`src/rtl/ray_sched_pkg.sv`:
```
// Shared types and float helpers for the closest-hit scheduler.
// Float helpers take a 64-bit container so one package serves both widths.
package ray_sched_pkg;

  typedef enum logic [1:0] {
    IDLE,
    ISSUE,
    DRAIN,
    OUTPUT
  } state_t;

  localparam logic [31:0] FLOAT_POS_INF_32 = 32'h7f80_0000;
  localparam logic [63:0] FLOAT_POS_INF_64 = 64'h7ff0_0000_0000_0000;

  typedef struct packed {
    logic [63:0] t;
    logic [15:0] idx;
    logic        miss;
  } hit_rec_t;

  function automatic logic [63:0] float_pos_inf(input int size);
    return (size == 64) ? FLOAT_POS_INF_64 : {32'h0, FLOAT_POS_INF_32};
  endfunction

  function automatic logic is_valid_hit(
    input logic [63:0] t,
    input logic        undef,
    input int          size
  );
    logic sign;
    logic exp_ones;
    logic nz;
    if (size == 64) begin
      sign     = t[63];
      exp_ones = &t[62:52];
      nz       = |t[62:0];
    end else begin
      sign     = t[31];
      exp_ones = &t[30:23];
      nz       = |t[30:0];
    end
    return !undef && !sign && !exp_ones && nz;
  endfunction

endpackage

```
`src/rtl/obj_fetch_skid.sv`:
```
// Two-entry buffer between the object RAM and the intersector input.
// Head entry is registered and drives the downstream stream directly.
module obj_fetch_skid #(
  parameter int W = 193
) (
  input  logic         clk,
  input  logic         rst_n,
  input  logic         push,
  input  logic [W-1:0] din,
  input  logic         pop,
  output logic [W-1:0] dout,
  output logic         valid,
  output logic [1:0]   count
);

  logic [W-1:0] e0;
  logic [W-1:0] e1;

  assign dout = e0;

  always_ff @(posedge clk or negedge rst_n) begin
    if (!rst_n) begin
      e0    <= '0;
      e1    <= '0;
      count <= 2'd0;
      valid <= 1'b0;
    end else begin
      unique case ({push, pop})
        2'b10: begin
          if (count == 2'd0) e0 <= din;
          else e1 <= din;
          count <= count + 2'd1;
          valid <= 1'b1;
        end
        2'b01: begin
          e0    <= e1;
          count <= count - 2'd1;
          valid <= (count == 2'd2);
        end
        2'b11: begin
          if (count == 2'd2) begin
            e0 <= e1;
            e1 <= din;
          end else begin
            e0 <= din;
          end
        end
        default: ;
      endcase
    end
  end

endmodule

```
`src/rtl/ray_scene_sched.sv`:
```
// Closest-hit scheduler: streams every scene object past one ray
// through the intersector and reports the nearest valid t.
module ray_scene_sched
  import ray_sched_pkg::*;
#(
  parameter int SIZE  = 32,
  parameter int IDX_W = 10
) (
  input  logic              aclk,
  input  logic              aresetn,
  input  logic [IDX_W-1:0]  num_objs,
  input  logic [6*SIZE-1:0] ray_axis_tdata,
  input  logic              ray_axis_tvalid,
  output logic              ray_axis_tready,
  output logic              mem_rd_en,
  output logic [IDX_W-1:0]  mem_addr,
  input  logic [6*SIZE-1:0] mem_rdata,
  input  logic              mem_is_cylinder,
  output logic [6*SIZE-1:0] isect_obj_tdata,
  output logic              isect_obj_is_cylinder,
  output logic              isect_obj_tvalid,
  input  logic              isect_obj_tready,
  output logic [6*SIZE-1:0] isect_ray_tdata,
  output logic              isect_ray_tvalid,
  input  logic              isect_ray_tready,
  input  logic [SIZE-1:0]   t_tdata,
  input  logic              t_undef,
  input  logic              t_tvalid,
  output logic              t_tready,
  output logic [SIZE-1:0]   hit_t,
  output logic [IDX_W-1:0]  hit_idx,
  output logic              hit_miss,
  output logic              hit_tvalid,
  input  logic              hit_tready,
  output logic              err_unexpected
);

  localparam int DW = 6 * SIZE;
  localparam int CW = IDX_W + 1;
  localparam logic [63:0] INF64 = float_pos_inf(SIZE);
  localparam logic [SIZE-1:0] INF = INF64[SIZE-1:0];

  state_t          state;
  logic [DW-1:0]   ray_q;
  logic [CW-1:0]   num_q;
  logic [CW-1:0]   issued;
  logic [CW-1:0]   fetched;
  logic [CW-1:0]   returned;
  logic [SIZE-1:0] best_t;
  logic [IDX_W-1:0] best_idx;
  logic            found;
  logic            rd_q;

  logic [1:0]      sk_cnt;
  logic            sk_vld;
  logic [DW:0]     sk_dout;

  logic            accept;
  logic            beat;
  logic            fetch;
  logic [2:0]      occ;
  logic            res_ok;
  logic            upd;
  logic [63:0]     t64;
  logic [CW-1:0]   ret_nx;
  logic [SIZE-1:0] nb_t;
  logic [IDX_W-1:0] nb_idx;
  logic            nb_found;

  assign accept = (state == IDLE) & ray_axis_tready & ray_axis_tvalid;
  assign beat   = sk_vld & isect_obj_tready & isect_ray_tready;

  // A pop this cycle frees a slot for the read issued now.
  assign occ   = 3'(sk_cnt) + 3'(rd_q) - 3'(beat);
  assign fetch = (state == ISSUE) & (fetched < num_q) & (occ < 3'd2);

  // First read overlaps the accept cycle to reach a 2-cycle first issue.
  assign mem_rd_en = fetch | (accept & (num_objs != '0));
  assign mem_addr  = (state == ISSUE) ? fetched[IDX_W-1:0] : '0;

  obj_fetch_skid #(.W(DW + 1)) u_skid (
    .clk   (aclk),
    .rst_n (aresetn),
    .push  (rd_q),
    .din   ({mem_is_cylinder, mem_rdata}),
    .pop   (beat),
    .dout  (sk_dout),
    .valid (sk_vld),
    .count (sk_cnt)
  );

  assign {isect_obj_is_cylinder, isect_obj_tdata} = sk_dout;
  assign isect_obj_tvalid = sk_vld;
  assign isect_ray_tvalid = sk_vld;
  assign isect_ray_tdata  = ray_q;

  assign t64    = 64'(t_tdata);
  assign res_ok = t_tvalid & ((state == ISSUE) | (state == DRAIN))
                & (returned < issued);
  assign upd    = res_ok & is_valid_hit(t64, t_undef, SIZE)
                & (t_tdata[SIZE-2:0] < best_t[SIZE-2:0]);
  assign ret_nx = returned + CW'(res_ok);

  assign nb_t     = upd ? t_tdata : best_t;
  assign nb_idx   = upd ? returned[IDX_W-1:0] : best_idx;
  assign nb_found = upd | found;

  always_ff @(posedge aclk or negedge aresetn) begin
    if (!aresetn) begin
      state           <= IDLE;
      ray_q           <= '0;
      num_q           <= '0;
      issued          <= '0;
      fetched         <= '0;
      returned        <= '0;
      best_t          <= '0;
      best_idx        <= '0;
      found           <= 1'b0;
      rd_q            <= 1'b0;
      ray_axis_tready <= 1'b0;
      t_tready        <= 1'b0;
      hit_t           <= '0;
      hit_idx         <= '0;
      hit_miss        <= 1'b1;
      hit_tvalid      <= 1'b0;
      err_unexpected  <= 1'b0;
    end else begin
      t_tready <= 1'b1;
      rd_q     <= mem_rd_en;
      if (mem_rd_en) fetched <= fetched + CW'(1);
      if (beat) issued <= issued + CW'(1);
      if (res_ok) returned <= ret_nx;
      if (t_tvalid & !res_ok) err_unexpected <= 1'b1;
      if (upd) begin
        best_t   <= t_tdata;
        best_idx <= returned[IDX_W-1:0];
        found    <= 1'b1;
      end
      unique case (state)
        IDLE: begin
          ray_axis_tready <= 1'b1;
          if (accept) begin
            ray_axis_tready <= 1'b0;
            ray_q    <= ray_axis_tdata;
            num_q    <= CW'(num_objs);
            issued   <= '0;
            returned <= '0;
            fetched  <= (num_objs != '0) ? CW'(1) : '0;
            best_t   <= INF;
            best_idx <= '0;
            found    <= 1'b0;
            if (num_objs == '0) begin
              state      <= OUTPUT;
              hit_tvalid <= 1'b1;
              hit_t      <= INF;
              hit_idx    <= '0;
              hit_miss   <= 1'b1;
            end else begin
              state <= ISSUE;
            end
          end
        end
        ISSUE: begin
          if (beat && (issued + CW'(1) == num_q)) state <= DRAIN;
        end
        DRAIN: begin
          if (ret_nx == num_q) begin
            state      <= OUTPUT;
            hit_tvalid <= 1'b1;
            hit_t      <= nb_t;
            hit_idx    <= nb_idx;
            hit_miss   <= !nb_found;
          end
        end
        OUTPUT: begin
          if (hit_tready) begin
            hit_tvalid      <= 1'b0;
            ray_axis_tready <= 1'b1;
            state           <= IDLE;
          end
        end
      endcase
    end
  end

endmodule

```
`config.mk`:
```
export PLATFORM = sky130hd
export DESIGN_NAME = ray_scene_sched
export DESIGN_NICKNAME = d
export VERILOG_FILES = /design/src/rtl/ray_sched_pkg.sv /design/src/rtl/obj_fetch_skid.sv /design/src/rtl/ray_scene_sched.sv
export SDC_FILE = /design/constraint.sdc
export NUM_CORES = 1
export LEC_CHECK = 0
export BUFFER_PORTS_ARGS = -buffer_cell sky130_fd_sc_hd__clkbuf_2
export CAP_MARGIN = 10
export CORE_AREA = 2 2 339 341
export DETAILED_ROUTE_END_ITERATION = 12
export DIE_AREA = 0 0 341 343
export PLACE_DENSITY = 0.55
export SYNTH_ARGS = -nofsm -noshare
export SYNTH_HDL_FRONTEND = slang
export SYNTH_SLANG_ARGS = --single-unit
```
`constraint.sdc`:
```
create_clock -name aclk -period 4.35 [get_ports aclk]
set_clock_uncertainty 0.05 [all_clocks]
set_input_delay 0 -clock aclk [delete_from_list [all_inputs] [get_ports aclk]]
set_output_delay 0 -clock aclk [all_outputs]
set_load 0.02 [all_outputs]
```
# [Word level (Yosys, flattened, before mapping)]
# Index checks and enable logic that the tools add are counted.
[classes] add_sub_neg=7 n_mul=0 div=0 magnitude_cmp=4 n_eq_ne=17 shifts=0 muxes=52 n_bitwise=15 n_reduce_logical=28
[ops] cell="$mux 193" n=4
[ops] cell="$pmux 193 s3" n=1
[ops] cell="$pmux 193 s2" n=1
[ops] cell="$mux 32" n=6
[ops] cell="$mux 11" n=9
[ops] cell="$mux 10" n=7
[ops] cell="$pmux 32 s2" n=1
[ops] cell="$lt 31x31->1" n=1
[ops] cell="$reduce_or 31->1" n=1
[ops] cell="$add 11x1->11 const B" n=2
[ops] cell="$eq 11x10->1" n=2
[ops] cell="$pmux 10 s2" n=1
[ops] cell="$and 1x1->1" n=12
[ops] cell="$add 11x1->11" n=1
[ops] cell="$lt 11x10->1" n=1
[ops] cell="$lt 11x11->1" n=1
[ops] cell="$mux 1" n=11
[ops] cell="$eq 2x2->1 const B" n=5
[ops] cell="$logic_not 10->1" n=1
[ops] cell="$mux 2" n=5
[ops] cell="$ne 2x1->1 const B" n=5
[ops] cell="$reduce_bool 10->1" n=1
[ops] cell="$pmux 2 s4" n=1
[ops] cell="$reduce_and 4->1" n=2
[ops] cell="20 further kinds" n=41
[totals] reg_bits=717 latch_bits=0 ramBits=0 romBits=0 elab_cells=144 mem_count=0

# [Depth between registers and ports, before layout]
[depth] word_depth=10 ltp_mapped=19

# [Cells and area by module]
# Synthesis repeated with hierarchy kept, for this count alone.
[unflattened] cells_unflattened=3316 hier_area_um2=32804.0
[by_module_without_submodules] module="obj_fetch_skid" n_inst=1 cells_each=1547 area_per_inst_um2=17027.6
[by_module_without_submodules] module="ray_scene_sched" n_inst=1 cells_each=1769 area_per_inst_um2=15776.4

# [Least setup slack after synthesis]
# No wires, ideal clock.
[synth_path] path_type="flip-flop to flip-flop" startpoint="reg issued[5]" endpoint="reg state[1]" arrival_ns=3.710 required_time_ns=4.172 setup_slack_ns=0.463 stages_incl_launch_ff=19 n_path_buf=2 path_cell_list="dfrtp_1 > clkbuf_1 > inv_1 > ha_1 > nand2_1 > o21ai_0 > a21oi_1 > o21ai_1 > clkbuf_1 > inv_1 > ha_1 > ha_1 > xnor2_1 > o211ai_1 > nor4_1 > nand4_2 > o21a_1 > nand3b_1 > mux2_1"
[synth_via] elab_chain_len=6
[synth_rtl] element="start, declared" line="ray_scene_sched.sv:46" source="logic [CW-1:0] issued;"
[synth_rtl] element="start signal, assigned" line="ray_scene_sched.sv:131" source="if (beat) issued <= issued + CW'(1);"
[synth_rtl] element="$lt 11x11->1" line="ray_scene_sched.sv:99" source="& (returned < issued);"
[synth_rtl] element="$and 1x1->1" line="ray_scene_sched.sv:99"
[synth_rtl] element="$add 11x1->11" line="ray_scene_sched.sv:102" source="assign ret_nx = returned + CW'(res_ok);"
[synth_rtl] element="$eq 11x10->1" line="ray_scene_sched.sv:167" source="if (ret_nx == num_q) begin"
[synth_rtl] element="$ne 2x1->1 (no line)"
[synth_rtl] element="$reduce_and 4->1 (no line) (*)"
[synth_rtl] element="end signal, assigned" line="ray_scene_sched.sv:110" source="state <= IDLE;"
[synth_rtl] element="end signal, assigned" line="ray_scene_sched.sv:164" source="if (beat && (issued + CW'(1) == num_q)) state <= DRAIN;"
[synth_rtl] element="end signal, assigned" line="ray_scene_sched.sv:168" source="state <= OUTPUT;"
[synth_rtl] element="end, declared" line="ray_scene_sched.sv:43" source="state_t state;"
# Every way passes the cells marked *; elsewhere a longest branch is shown, timed or not.
# A chain may end at the register's enable or synchronous reset.

# [Final worst setup path]
[layout_path] startpoint="reg u_skid.valid" endpoint="out mem_rd_en"
[layout_via] elab_chain_len=6
[layout_rtl] element="start, declared" line="obj_fetch_skid.sv:12" source="output logic valid,"
[layout_rtl] element="start signal, assigned" line="obj_fetch_skid.sv:38" source="valid <= (count == 2'd2);"
[layout_rtl] element="$and 1x1->1 (2 in a row)" line="ray_scene_sched.sv:71" source="assign beat = sk_vld & isect_obj_tready & isect_ray_tready;"
[layout_rtl] element="$sub 3x1->3" line="ray_scene_sched.sv:74" source="assign occ = 3'(sk_cnt) + 3'(rd_q) - 3'(beat);"
[layout_rtl] element="$lt 3x2->1" line="ray_scene_sched.sv:75" source="assign fetch = (state == ISSUE) & (fetched < num_q) & (occ < 3'd2);"
[layout_rtl] element="$and 1x1->1" line="ray_scene_sched.sv:75"
[layout_rtl] element="$or 1x1->1" line="ray_scene_sched.sv:78" source="assign mem_rd_en = fetch | (accept & (num_objs != '0));"
[layout_rtl] element="end, declared" line="ray_scene_sched.sv:15" source="output logic mem_rd_en,"
# Every way passes these cells.

==> metrics.cfg <==
[clocking]
ctsRootBufferMaster = clkbuf_16
cts.htree.levels = 3
numCtsBuffers = 84
cts_tree = done
cts_sinks = 717
clockBufferDepth = 3
clkTransAtPathRegs_ns = 0.06
clk-insertion-delay-late_ns = 0.66

[detailed_routing]
via_count = 29000
wl_per_cell_um = 19.4
wl_um = 118000
via_per_inst = 4.78
drt_first_pass_iters = 5
drc_errors = 0
drt_iter0_drc = 1836
ant_nets = 0

[critical_path]
worstPathRequired_ns = 4.30
crit_slowest_cell = dlygate4sd3_1
worstSetupPathType = reg -> out
path_buf_inv = 4
cp-end-kind = output port
path_max_fanout = 10
crit_chain = and3_1, dlygate4sd3_1, buf_4, ha_1, nand2b_1, fa_1, nor4bb_2, o311ai_2, inv_1, o211ai_1, nand2_1, clkbuf_2
cp.arrival_ns = 4.02
crit_family = buffers and inverters
cp_slowest_stage_delay_ns = 0.55
start_kind = flip-flop

[synthesis]
synth_top_cell_area_share = 0.575
synth_cell_types = 70
yosysTopAreaCell = dfrtp_1
synth_warnings = 0
syn-num-nets = 3535
seq_area_frac_synth = 0.575
yosys-top-cells-area = dfrtp_1 57%, nand2_1 7.6%, mux2_2 7.0%
synth_most_common_cell = dfrtp_1
syn_avg_cell_area_um2 = 10.3
synth_edf_count = 0
synth_area_um2 = 31200
synthFlopType = dfrtp_1
synth_cells = 3037
synth_seq_cells = 717
async_reset_ff_frac = 1.00
synth_commonest_cells = 716 x dfrtp_1, 629 x nand2_1, 261 x a21oi_1

[placed_design]
routabilityCongestion = 0.842
dpl.hpwl_um = 78700
port_buffers = 879
dpl-instance-area_um2 = 37500

[power_and_ir_drop]
switchingPower_w = 0.0130
seqPwrFrac = 0.354
ir_worst_vdd_uv = 502
powerDensity_nw_per_um2 = 686
power.share.combinational = 0.409
clockPowerShare = 0.237
p_int_w = 0.0190
swShare = 0.406
p_leak_nw = 22.1
p_total_w = 0.0319

[global_route]
grt_max_degree = 156
grt_util_met3 = 0.0576
grt_remaining_overflow = 0
top_usage_layer = met2
grt_usage = 0.193
antenna_found_initial = 20
grt_pass1_wl_um = 177000
grtUsageMet2 = 0.323
grt_pass1_vias = 29800
use_met1 = 0.231

[floorplanning]
io_pins = 880
die_w_um = 341
core.rowCount = 124
die-area_um2 = 117000
start_util = 0.275
core-area_um2 = 113000
chipHeight_um = 343

[sta]
max_freq_mhz = 246
hold_slack_ns = 0.0468
final_max_slew_viol_count = 0
setup_viol = 0
hold_violations = 0
worst_pin_slew_ns = 1.05
fin_setup_tns_ns = 0
finalCriticalPeriod_ns = 4.07
slew_headroom = 0.300
period_share = 0.935

[min_path]
hold_class = in -> reg

[final_layout]
fin_area_um2 = 46500
drive_gt1_frac = 0.296
finalNetCount = 4953
final_util = 0.410
synthToLayoutAreaGrowth_pct = 49.1

[outcome]
outcome = finished clean

[run]
max-cap-violations = 0

==> flip-flops by register name, summed over array words and instances (netlist names), 2 cells and up <==
signal and cells:
state 2, u_skid.dout 193, fetched 11, num_q 10
hit_idx 10, best_idx 10, u_skid.count 2, u_skid.e1 193
issued 11, returned 11, hit_t 32, best_t 32
isect_ray_tdata 192
==> cell families after synthesis <==
group,synth area share
multiplexers,0.0717
adder cells (fa/ha/maj),0.0255
other,0.000120
AO/OA/AOI/OAI,0.134
flip-flops,0.575
AND/OR/NAND/NOR,0.143
buffers and inverters,0.0361
XOR/XNOR,0.0140
==> cell type report <==
type / instances / area, um2
Sequential cell: 717 / 17900
Fill cell: 10900 / 66900
Clock buffer: 111 / 2390
Timing Repair Buffer: 1547 / 11100
Inverter: 72 / 273
Tap cell: 1512 / 1890
Multi-Input combinational cell: 2033 / 12200
Antenna cell: 25 / 62.6
Clock inverter: 41 / 579
==> layout by cell type (no fill, tap or decap), types with 70 or more instances in the layout <==
| cell | count |
|---|---|
| dlygate4sd3_1 | 588 |
| o21ai_0 | 90 |
| nor2_1 | 239 |
| a21oi_1 | 260 |
| clkbuf_16 | 84 |
| nand3_1 | 73 |
| mux2_2 | 193 |
| dfrtp_1 | 716 |
| clkbuf_2 | 878 |
| inv_1 | 70 |
| a22oi_1 | 193 |
| nand2_1 | 628 |
==> power by group through the flow <==
stage / Clock [W] / Sequential, W / Combinational [W]
floorplan: 0 / 0.0131 / 0.00571
global placement: 0 / 0.0112 / 0.0122
global route: 0.00802 / 0.0116 / 0.0142
finish: 0.00755 / 0.0113 / 0.0131
detailed placement: 0 / 0.0113 / 0.0124
CTS: 0.00774 / 0.0112 / 0.0130
==> per-stage QoR <==
stage          setup slack (ns)  cells
6_report                  0.284   6058
5_1_grt                 -0.0319   6052
4_1_cts                  0.0857   6031
3_5_place_dp             -0.132   5290
3_3_place_gp             0.0629   5290
2_1_floorplan             0.463   3037
==> what timing repair did <==
action	in CTS	in global routing
endpoints found under the setup margin	15	37
gates cloned	0	0
endpoints found under the hold margin	1141	0
gates resized for setup	4	10
pin swaps	0	2
hold buffers	589	0
buffers inserted	0	2
==> worst register-to-register path: stages (launching register included) <==
cell,delay [ns]
dfrtp_1,0.38
inv_1,0.10
ha_1,0.25
a21o_1,0.16
a21o_1,0.17
a211oi_1,0.24
o21ai_1,0.12
inv_1,0.16
ha_1,0.22
ha_2,0.27
nand2_2,0.14
a311o_1,0.31
a211oi_2,0.22
nand4_2,0.18
o21a_4,0.31
buf_4,0.22
o21ai_0,0.23
o311ai_2,0.13
==> per-layer routing <==
layer,wire [um],part of all wire,up-vias
li1,-,-,13300
met1,46200,0.39,14400
met2,57900,0.49,1024
met3,9280,0.079,225
met4,4300,0.037,0
met5,0,0,-
==> path summary, 6_finish.rpt <==
check / from / end / slack (ns) / cells after the start
setup reg to reg: issued[8] / hit_t[18] / 0.31 / 17
hold reg to reg: hit_miss / hit_miss / 0.42 / 2
hold / removal: ray_axis_tdata[16] / isect_ray_tdata[16] / 0.05 / 4
setup / recovery: u_skid.valid / mem_rd_en / 0.28 / 12
max in group asynchronous: aresetn / u_skid.e1[156] / 3.51 / 3
min in group asynchronous: aresetn / issued[8] / 0.07 / 3
No activity file was read; power rests on OpenSTA's default activity.
